[src/rtl/uart_rx.sv]
// Serial receiver: oversampling-free mid-bit sampler, 8N1 framing, one-byte holding register.
// Latency: data/rdy update one cycle after the stop-bit sample (~9.5 bit periods + sync after start edge).
// No backpressure: a byte completing while rdy=1 overwrites data and raises sticky overrun.
module uart_rx #(
    parameter int SYNC_STAGES = 2
) (
    input  logic        clk,
    input  logic        rst_n,
    input  logic        en,
    input  logic        rx,
    input  logic [15:0] baud_div,
    input  logic        rd,
    output logic [7:0]  data,
    output logic        rdy,
    output logic        frame_err,
    output logic        overrun,
    output logic        busy
);

    typedef enum logic [1:0] {
        IDLE  = 2'd0,
        START = 2'd1,
        DATA  = 2'd2,
        STOP  = 2'd3
    } state_t;

    state_t                 state_q, state_d;
    logic [SYNC_STAGES-1:0] sync_q;
    logic [SYNC_STAGES-1:0] sync_vld_q;
    logic                   rxs;
    logic                   rxs_prev;
    logic [15:0]            cnt_q, cnt_d;
    logic [2:0]             idx_q, idx_d;
    logic [7:0]             shreg_q, shreg_d;
    logic                   tick;
    logic                   start_edge;
    logic                   done;

    assign rxs        = sync_q[SYNC_STAGES-1];
    assign tick       = (cnt_q == 16'd0);
    assign start_edge = rxs_prev & ~rxs;
    assign busy       = (state_q != IDLE);

    // rxs_prev stays 0 until the synchronizer has flushed its reset ones, so a
    // line that is already low at reset release never looks like a start edge.
    always_ff @(posedge clk) begin
        if (!rst_n) begin
            sync_q     <= '1;
            sync_vld_q <= '0;
            rxs_prev   <= 1'b0;
        end else begin
            sync_q     <= {sync_q[SYNC_STAGES-2:0], rx};
            sync_vld_q <= {sync_vld_q[SYNC_STAGES-2:0], 1'b1};
            rxs_prev   <= sync_vld_q[SYNC_STAGES-1] & rxs;
        end
    end

    always_ff @(posedge clk) begin
        if (!rst_n) begin
            state_q <= IDLE;
            cnt_q   <= 16'hFFFF;
            idx_q   <= 3'd0;
            shreg_q <= 8'h00;
        end else begin
            state_q <= state_d;
            cnt_q   <= cnt_d;
            idx_q   <= idx_d;
            shreg_q <= shreg_d;
        end
    end

    always_comb begin
        state_d = state_q;
        cnt_d   = cnt_q;
        idx_d   = idx_q;
        shreg_d = shreg_q;
        done    = 1'b0;

        case (state_q)
            IDLE: begin
                // Half-period load lands later samples in the middle of each bit.
                if (en && start_edge) begin
                    state_d = START;
                    cnt_d   = {1'b0, baud_div[15:1]};
                end
            end
            START: begin
                if (tick) begin
                    cnt_d = baud_div;
                    if (!rxs) begin
                        state_d = DATA;
                        idx_d   = 3'd0;
                    end else begin
                        state_d = IDLE;
                    end
                end else begin
                    cnt_d = cnt_q - 16'd1;
                end
            end
            DATA: begin
                if (tick) begin
                    cnt_d          = baud_div;
                    shreg_d[idx_q] = rxs;
                    if (idx_q == 3'd7) begin
                        state_d = STOP;
                    end else begin
                        idx_d = idx_q + 3'd1;
                    end
                end else begin
                    cnt_d = cnt_q - 16'd1;
                end
            end
            STOP: begin
                if (tick) begin
                    cnt_d   = baud_div;
                    done    = 1'b1;
                    state_d = IDLE;
                end else begin
                    cnt_d = cnt_q - 16'd1;
                end
            end
            default: state_d = IDLE;
        endcase

        if (!en) begin
            state_d = IDLE;
            idx_d   = 3'd0;
            done    = 1'b0;
        end
    end

    always_ff @(posedge clk) begin
        if (!rst_n) begin
            data      <= 8'h00;
            rdy       <= 1'b0;
            frame_err <= 1'b0;
            overrun   <= 1'b0;
        end else begin
            frame_err <= done & ~rxs;
            if (done) begin
                data <= shreg_q;
                rdy  <= 1'b1;
                // A read landing with the new byte consumes the old one cleanly.
                if (rd) begin
                    overrun <= 1'b0;
                end else if (rdy) begin
                    overrun <= 1'b1;
                end
            end else if (rd && rdy) begin
                rdy     <= 1'b0;
                overrun <= 1'b0;
            end
        end
    end

endmodule

[config.mk]
export PLATFORM = sky130hd
export DESIGN_NAME = uart_rx
export DESIGN_NICKNAME = d
export VERILOG_FILES = /design/src/rtl/uart_rx.sv
export SDC_FILE = /design/constraint.sdc
export NUM_CORES = 1
export LEC_CHECK = 0
export ABC_AREA = 1
export CAP_MARGIN = 30
export CORE_ASPECT_RATIO = 1.75
export CORE_UTILIZATION = 50
export CTS_CLUSTER_DIAMETER = 60
export DETAILED_ROUTE_END_ITERATION = 10
export HOLD_SLACK_MARGIN = 0.05
export PLACE_DENSITY_LB_ADDON = 0.3
export SETUP_SLACK_MARGIN = 0.3
export SLEW_MARGIN = 30
export SYNTH_ARGS = -nofsm -noshare
export SYNTH_HDL_FRONTEND = slang
export SYNTH_SLANG_ARGS = --single-unit
export TNS_END_PERCENT = 10
[constraint.sdc]
create_clock -name clk -period 2.25 [get_ports clk]
set_input_delay 0.45 -clock clk [delete_from_list [all_inputs] [get_ports clk]]
set_output_delay 0.45 -clock clk [all_outputs]
set_load 0.005 [all_outputs]
==> impl_metrics.csv, run 1 <==
group,metric,value,unit
clock_network,cts_resized,0,
floorplanning,core,4980,sq um
place,io_buffers,32,
setup_path,end_kind,"primary output",
pwr,p_leak,1.51,nW
cells_and_area,final_cell_mix,"131 x nand2_1, 61 x inv_1, 53 x nor2_1",
setup_path,crit_type,"reg2out",
timing,finClkSkew,8.39,ps
drt,routed_wl,6500,um
cells_and_area,area_growth,18.6,%
yosys,netlist_area,2600,sq um
timing,finalHoldViolations,0,
drt,route.detailed.drc,0,
floorplanning,chipHeight,97.3,um
floorplanning,pin_count,33,
yosys,ys_ff_latch,45,
yosys,ys_warn_count,0,
setup_path,worstPathMaxFanout,5,
place,hpwlAfterDp,4820,um
setup_path,worstPathRequired,1800,ps
global_routing,antenna_found_initial,0,
cells_and_area,multi_input_area,1380,sq um
timing,fin_crit_sh,81.2,%
setup_path,path_cells,"nor2_1 > inv_1 > clkdlybuf4s50_1",
timing,final-setup-viol-count,0,
drt,drt_iter0_drc,96,
floorplanning,die_x,56.5,um
pwr,vdd_drop_max,0.460,mV
cells_and_area,regArea,901,sq um
floorplanning,initial_core_util,52.2,%
yosys,ys_types,30,
status,outcome,"finished clean",
yosys,syn_avg_cell_area,6.14,sq um
drt,vias,2694,
setup_path,crit_arrival,1380,ps
global_routing,gr-usage-met2,47.3,%
yosys,syn_nets,448,
timing,max_freq,0.548,GHz
global_routing,met1_usage,24.4,%
clock_network,postCtsHoldBufs,0,
global_routing,top_usage_layer,"met2",
min_path,hold_class,"reg2reg",
yosys,syn_inst,423,
setup_path,cpPeakStageDelay,500,ps
timing,worstMarginPinSlew,452,ps
timing,grt_setup_unrepaired,"no",
global_routing,grtUsageMet3,3.86,%
pwr,cellPowerDensity,504,nW/um^2
clock_network,cts_root_buffer,"clkbuf_8",
clock_network,postCtsSetupBuffers,0,
drt,firstDrtPassIters,4,
run,drv_cap,0,
timing,worst_slew_margin_rel,69.8,%
timing,min_period,1830,ps
floorplanning,rows,34,
yosys,yosysSeqAreaShare,34.7,%
global_routing,grt_remaining_overflow,0,
cells_and_area,layout-drive-gt1-share,6.14,%
timing,holdWs,422,ps
timing,tns,0,ps
clock_network,cts_buffer_depth,2,
global_routing,grt_max_degree,33,
cells_and_area,antenna_cells,0,
global_routing,grt_pass1_vias,2636,
clock_network,clk_pin_slew_worst_paths,90,ps
setup_path,crit_buf_inv,2,
floorplanning,die_area,5500,sq um
clock_network,htreeDepth,2,
setup_path,path_delay_family,"buffers and inverters",
clock_network,insertion_delay,310,ps
setup_path,critPathSlowestCell,"clkdlybuf4s50_1",
clock_network,cts_tree,"done",
setup_path,worst_setup_path_start_kind,"register",
clock_network,clock_sinks,45,
timing,report.final.slew_viol_count,0,
global_routing,grt_pass1_wl,11000,um
drt,drtAntennaViolNets,0,
cells_and_area,fillers,488,
cells_and_area,layout.nets,480,
cells_and_area,final_common_cell,"nand2_1",
global_routing,grt_usage,25.1,%
drt,viasPerCell,5.28,
drt,routedWlPerCell,12.8,um
place,place_congestion,0.928,
clock_network,numCtsBuffers,5,
[report_power, final]
part	switching (mW)	internal [mW]	leakage, nW
Sequential	0.00706	0.803	0.365
Combinational	0.0397	0.0451	1.09
Clock	0.297	0.361	0.0574
Total	0.344	1.21	1.51
[layout make-up]
type / count / area share, %
Multi-Input combinational cell: 301 / 44.8
Tap cell: 54 / 2.19
Timing Repair Buffer: 39 / 12.1
Clock buffer: 6 / 2.68
Inverter: 63 / 7.76
Clock inverter: 2 / 1.22
Sequential cell: 45 / 29.2
[cells by family (layout without fill, tap and decap cells)]
family                     count (synthesis)  after routing  synth area share [%]
AOI/OAI and AO/OA                         55             55                  11.2
DFF                                       45             45                  34.7
xor gates and xnor gates                   2              2                 0.674
buffers and inverters                     77            110                  12.4
and+or+nand+nor                          240            240                  39.1
adders and majority gates                  4              4                  1.93
[metal layers]
| metal | wire, um | part of all wire [%] | vias up |
|---|---|---|---|
| met1 | 2430 | 37 | 1222 |
| li1 | - | - | 1379 |
| met5 | 0 | 0 | - |
| met4 | 284 | 4.4 | 0 |
| met2 | 3540 | 54 | 71 |
| met3 | 242 | 3.7 | 22 |
[flip-flops by register name, indices dropped and copies added (netlist names), named ones only]
signal,flops
rdy,1
shreg_q,8
frame_err,1
sync_q,2
sync_vld_q,2
data,8
rxs_prev,1
overrun,1
state_q,1
idx_q,3
cnt_q,16
[cell usage after synthesis, drive strengths merged]
cell type,count,area (sq um)
nand2,134,515
inv,62,233
nor2,56,223
dfxtp,45,901
nand3,32,160
o21ai,30,150
a21oi,16,80.1
nor3,10,65.1
buf,8,62.6
a31oi,6,37.5
clkbuf,6,22.5
ha,4,50.1
or2,3,18.8
nand3b,2,15.0
nor4,2,12.5
xor2,2,17.5
a311oi,1,8.76
clkinv,1,3.75
nand4,1,6.26
o211ai,1,7.51
o21bai,1,7.51
[worst paths after layout]
| path | cells past startpoint | endpoint | start | slack, ps |
|---|---|---|---|---|
| worst max-delay path | 3 | busy | state_q[0] | 420 |
| worst min-delay path | 1 | sync_q[1] | sync_q[0] | 420 |
| worst max register to register | 9 | idx_q[2] | cnt_q[0] | 460 |
| worst min register to register | 1 | sync_q[1] | sync_q[0] | 420 |
[per-stage QoR]
stage	cell area (sq um)	setup slack (ps)	power, mW	util, %	std cells
2_1_floorplan	2600	835	0.861	-	423
3_3_place_gp	2950	352	0.912	59.3	502
3_5_place_dp	2950	310	0.914	59.3	502
4_1_cts	3070	410	1.56	61.7	510
5_1_grt	3080	312	1.60	61.9	510
6_report	3080	424	1.55	61.9	510
Note: power is estimated with default switching activity, not from simulation.
==> inputs of run 2 (changes only) <==
==> constraint.sdc (replaced) <==
create_clock -name clk -period 1.8 [get_ports clk]
set_input_delay 0.36 -clock clk [delete_from_list [all_inputs] [get_ports clk]]
set_output_delay 0.36 -clock clk [all_outputs]
set_load 0.005 [all_outputs]
==> run 2 against run 1 <==
Against the previous run:
- non-clock buffer count rose by 33
- cell count rose by 6.3%
- sequential power rose by 25%
- largest cell class unchanged
- largest power group unchanged
- highest routed layer unchanged
==> impl_metrics.csv, run 2 (same netlist as run 1, synthesis figures left out) <==
group,metric,value,unit
cells_and_area,largest_reg_flops,16,
drt,routedWlPerCell,14.8,um
status,outcome,"finished clean",
cells_and_area,antenna_cells,0,
pwr,p_leak,1.72,nW
cells_and_area,top_register,"cnt_q",
setup_path,worst_setup_path_start_kind,"register",
clock_network,cts_buffer_depth,2,
drt,firstDrtPassIters,5,
timing,fin_crit_sh,93.4,%
setup_path,r2r_cells,8,
clock_network,clk_pin_slew_worst_paths,90,ps
pwr,vdd_drop_max,0.790,mV
cells_and_area,largestRegisters,"cnt_q: 16 flops, data: 8 flops, shreg_q: 8 flops",
cells_and_area,area_growth,37.2,%
cells_and_area,fillers,399,
place,place_congestion,0.947,
setup_path,reg2reg_to,"idx_q[2]",
cells_and_area,final_common_cell,"nand2_1",
drt,drt_iter0_drc,167,
clock_network,cts_root_buffer,"clkbuf_8",
setup_path,reg2reg_setup_slack,120,ps
timing,report.final.slew_viol_count,0,
floorplanning,core,4980,sq um
min_path,hold_class,"reg2reg",
setup_path,end_kind,"register",
drt,routed_wl,8030,um
clock_network,htreeDepth,2,
min_path,hold_depth,1,
min_path,hp-start,"sync_q[0]",
place,hpwlAfterDp,4890,um
setup_path,crit-reg2reg-launch,"cnt_q[2]",
timing,min_period,1680,ps
drt,vias,3051,
run,drv_cap,0,
cells_and_area,final_cell_count_no_fill,542,
cells_and_area,layout-drive-gt1-share,20.1,%
setup_path,crit_type,"reg2reg",
clock_network,postCtsHoldBufs,0,
global_routing,grt_usage,25.6,%
drt,route.detailed.drc,0,
cells_and_area,layout.nets,513,
place,place_inst,513,
timing,worst_slack,118,ps
pwr,cellPowerDensity,528,nW/um^2
global_routing,antenna_found_initial,0,
floorplanning,die_area,5500,sq um
place,io_buffers,32,
clock_network,insertion_delay,300,ps
timing,worstMarginPinSlew,377,ps
place,dp_slack,18.8,ps
global_routing,grt_remaining_overflow,0,
cells_and_area,final_cell_mix,"125 x nand2_1, 59 x inv_1, 39 x nor2_1",
timing,worst_slew_margin_rel,74.7,%
floorplanning,initial_core_util,52.2,%
clock_network,clock_sinks,45,
min_path,holdPathEnd,"sync_q[1]",
timing,finClkSkew,5.87,ps
global_routing,grt_pass1_wl,11300,um
global_routing,grt_max_degree,33,
timing,grt_setup_unrepaired,"yes",
timing,finalHoldViolations,0,
drt,drtAntennaViolNets,0,
floorplanning,pin_count,33,
timing,final-setup-viol-count,0,
timing,tns,0,ps
setup_path,worstPathMaxFanout,7,
clock_network,numCtsBuffers,5,
setup_path,crit_arrival,1910,ps
floorplanning,rows,34,
cells_and_area,post-route-util,71.6,%
timing,max_freq,0.595,GHz
drt,viasPerCell,5.63,
global_routing,grt_pass1_vias,2669,
setup_path,worstPathRequired,2020,ps
clock_network,cts_tree,"done",
floorplanning,chipHeight,97.3,um
floorplanning,die_x,56.5,um
pwr,power,1.88,mW
run 2: cell count changes in the layout (fill, tap and decap cells not counted), moves of 6 or more:
cell | before | now
nor2_1 | 53 | 39
buf_6 | 0 | 7
dfxtp_1 | 45 | 33
dfxtp_2 | 0 | 7
nor2_4 | 1 | 10
nand2_1 | 131 | 125
buf_4 | 7 | 30
run 2: worst max-delay path: stages (launching register included):
cell and delay, ps:
dfxtp_1 360, nor2_4 180, nand2_2 100, nor2_4 180, nand2_8 110, buf_4 140, a21oi_1 210, nand3_1 140
a21oi_1 170
run 2: area by class of cell:
| cell class | instances | area (sq um) | area share, % |
|---|---|---|---|
| Inverter | 63 | 244 | 6.85 |
| Clock buffer | 5 | 68.8 | 1.93 |
| Tap cell | 54 | 67.6 | 1.90 |
| Multi-Input combinational cell | 301 | 1540 | 43.3 |
| Timing Repair Buffer | 72 | 678 | 19.0 |
| Clock inverter | 2 | 35.0 | 0.983 |
| Sequential cell | 45 | 928 | 26.1 |
run 2: how the worst max path moves through the flow:
stage | startpoint | to | slack [ps] | depth (start not counted)
after floorplan | cnt_q[0] | cnt_q[12] | 390 | 13
after global placement | en | data[1] | 90 | 7
after detailed placement | en | register | 20 | 9
after CTS | cnt_q[0] | cnt_q[14] | 190 | 12
after global routing | cnt_q[13] | idx_q[2] | 30 | 8
final | cnt_q[2] | idx_q[2] | 120 | 8
run 2: through the flow:
| stage | hold slack [ps] | cell area [sq um] |
|---|---|---|
| global route | 446 | 3560 |
| CTS | 431 | 3290 |
| finish | 430 | 3560 |
| detailed placement | 404 | 3060 |
| floorplan | 388 | 2600 |
| global placement | 398 | 3060 |
run 2: report_power, final:
group / switching, mW / total [mW] / internal, mW
combinational: 0.0574 / 0.122 / 0.0642
sequential: 0.00800 / 1.01 / 0.998
clock: 0.352 / 0.756 / 0.404
total: 0.417 / 1.88 / 1.47
run 2: what timing repair did:
item,in CTS,in global routing
pin swaps,4,16
gates cloned,0,0
buffers inserted,9,13
resized for setup,20,53
endpoints found under the setup margin,41,48
run 2: routing by layer:
layer | up-vias | part of all wire [%] | GRT usage, %
met5 | - | 0 | 0
met4 | 0 | 7.1 | 15.9
met3 | 49 | 6.5 | 2.93
met2 | 151 | 53 | 48.7
met1 | 1403 | 33 | 24.8
li1 | 1448 | - | -
==> inputs of run 3 (changes only) <==
--- a/config.mk
+++ b/config.mk
@@ -13,6 +13,7 @@
 export DETAILED_ROUTE_END_ITERATION = 10
 export HOLD_SLACK_MARGIN = 0.05
 export PLACE_DENSITY_LB_ADDON = 0.3
+export REMOVE_ABC_BUFFERS = 1
 export SETUP_SLACK_MARGIN = 0.3
 export SLEW_MARGIN = 30
 export SYNTH_ARGS = -nofsm -noshare
==> run 3 against run 2 <==
Against the previous run:
- design area shrank 3.0%
- clock skew is 4.4 ps higher
- sequential cell count did not move
- first-iteration DRC count decreased by 14%
- clock power is 9.5% lower
- sequential power barely moved
- critical endpoint is now overrun
- largest power group unchanged
- highest routed layer unchanged
==> impl_metrics.csv, run 3 (same netlist as run 1, synthesis figures left out) <==
group,metric,value,unit
status,outcome,"finished clean",
min_path,hold_class,"reg2reg",
setup_path,crit_arrival,1160,ps
drt,route.detailed.drc,0,
min_path,holdPathEnd,"sync_vld_q[1]",
clock_network,cts_tree,"done",
cells_and_area,regArea,917,sq um
timing,report.final.slew_viol_count,0,
drt,vias,2855,
drt,drtAntennaViolNets,0,
setup_path,reg2reg_to,"data[5]",
global_routing,antenna_found_initial,0,
pwr,switching_power,467,uW
cells_and_area,largest_reg_flops,16,
floorplanning,initial_core_util,52.2,%
cells_and_area,antenna_cells,0,
timing,finClkSkew,10.3,ps
pwr,pwr-share-clk,37.7,%
place,place_congestion,0.927,
drt,routedWlPerCell,13.9,um
timing,worst_slack,283,ps
clock_network,cts_buffer_depth,2,
setup_path,worst_setup_path_start_kind,"register",
cells_and_area,largestRegisters,"cnt_q: 16 flops, data: 8 flops, shreg_q: 8 flops",
timing,worst_slew_margin_rel,71.2,%
timing,grt_setup_unrepaired,"yes",
pwr,seq_power_share,55.8,%
pwr,p_sw_share,25.7,%
pwr,p_comb_share,6.5,%
clock_network,cts_root_buffer,"clkbuf_8",
setup_path,path_cells,"clkdlybuf4s50_1",
floorplanning,pin_count,33,
setup_path,crit-reg2reg-launch,"state_q[0]",
drt,drt_iter0_drc,143,
pwr,cellPowerDensity,525,nW/um^2
global_routing,grt_max_degree,33,
setup_path,worstPathRequired,1440,ps
clock_network,clock_sinks,45,
setup_path,cpPeakStageDelay,490,ps
floorplanning,core,4980,sq um
place,hpwlAfterDp,4840,um
cells_and_area,multi_input_area,1530,sq um
cells_and_area,layout.nets,500,
timing,max_freq,0.659,GHz
setup_path,path_delay_family,"buffers and inverters",
drt,routed_wl,7360,um
run,drv_cap,0,
timing,worstMarginPinSlew,431,ps
timing,fin_crit_sh,84.3,%
cells_and_area,final_common_cell,"nand2_1",
min_path,hold_depth,2,
timing,finalHoldViolations,0,
setup_path,cp.depth,1,
setup_path,r2r_cells,7,
global_routing,grt_pass1_vias,2675,
place,dp_slack,35.7,ps
timing,min_period,1520,ps
min_path,hp-start,"sync_vld_q[0]",
drt,firstDrtPassIters,4,
pwr,p_int,1.35,mW
setup_path,reg2reg_setup_slack,290,ps
setup_path,end_kind,"primary output",
setup_path,critPathSlowestCell,"clkdlybuf4s50_1",
cells_and_area,fillers,445,
floorplanning,rows,34,
floorplanning,die_x,56.5,um
clock_network,clk_pin_slew_worst_paths,100,ps
cells_and_area,top_register,"cnt_q",
global_routing,grt_pass1_wl,11700,um
global_routing,grt_usage,27.3,%
clock_network,htreeDepth,2,
clock_network,postCtsHoldBufs,0,
clock_network,numCtsBuffers,5,
setup_path,worstPathMaxFanout,2,
timing,tns,0,ps
setup_path,crit_buf_inv,1,
cells_and_area,layout-drive-gt1-share,18.1,%
place,io_buffers,32,
global_routing,grt_remaining_overflow,0,
pwr,p_leak,1.66,nW
cells_and_area,final_cell_mix,"125 x nand2_1, 57 x inv_1, 43 x nor2_1",
drt,viasPerCell,5.39,
floorplanning,chipHeight,97.3,um
floorplanning,die_area,5500,sq um
pwr,vdd_drop_max,0.741,mV
timing,final-setup-viol-count,0,
setup_path,crit_type,"reg2out",
clock_network,insertion_delay,320,ps
cells_and_area,area_growth,33.1,%
[run 3: cell count changes in the layout (fill, tap and decap cells not counted), sizes merged]
cell | before | now
clkdlybuf4s50 | 31 | 30
inv | 62 | 63
dlymetal6s2s | 0 | 1
nand2 | 134 | 135
clkbuf | 5 | 7
buf | 40 | 24
bufinv | 1 | 0
clkinvlp | 0 | 1
[run 3: worst max path at each step]
stage | slack (ps) | endpoint | from
floorplan | -160 | cnt_q[10] | state_q[0]
global placement | 90 | register | en
detailed placement | 40 | register | en
CTS | 250 | rdy | rdy
global route | 200 | shreg_q[7] | cnt_q[7]
finish | 280 | overrun | overrun
[run 3: stage by stage]
stage	hold slack (ps)	area [sq um]	total power [mW]	std cells	util, %
5_1_grt	440	3460	1.87	530	69.5
3_5_place_dp	398	3020	1.15	508	60.7
3_3_place_gp	399	3020	1.15	508	60.7
4_1_cts	423	3250	1.82	523	65.2
2_1_floorplan	388	2510	1.07	409	-
6_report	420	3460	1.81	530	69.5
[run 3: what timing repair did]
action                                  4_1_cts  5_1_grt
pin swaps                                     5       10
gates resized for setup                      20       41
endpoints found under the setup margin       43       49
buffers inserted                              6        5
gates cloned                                  1        2
[run 3: routing by layer]
| layer | vias to the layer above | part of all wire (%) | GRT usage [%] |
|---|---|---|---|
| met1 | 1292 | 35 | 25.8 |
| met3 | 35 | 3.7 | 3.20 |
| li1 | 1431 | - | - |
| met2 | 97 | 54 | 50.8 |
| met5 | - | 0 | 0 |
| met4 | 0 | 7.1 | 21.2 |
[run 3: power by group through the flow]
stage               Clock (mW)  Combinational (mW)  Sequential (mW)
finish                   0.684               0.119             1.01
global route             0.730               0.130             1.01
CTS                      0.697               0.114             1.01
detailed placement           0               0.113             1.03
global placement             0               0.112             1.03
floorplan                    0              0.0346             1.03
[run 3: cell type report]
class	count	share of cell area, %
Clock buffer	5	1.99
Sequential cell	45	26.5
Inverter	63	7.06
Multi-Input combinational cell	302	44.4
Tap cell	54	1.95
Timing Repair Buffer	58	17.4
Clock inverter	3	0.724
[run 3: tightest hold or removal path, stage by stage, from the launching register on]
cell and delay [ps]:
dfxtp_1 320, nand2_1 40, inv_1 40
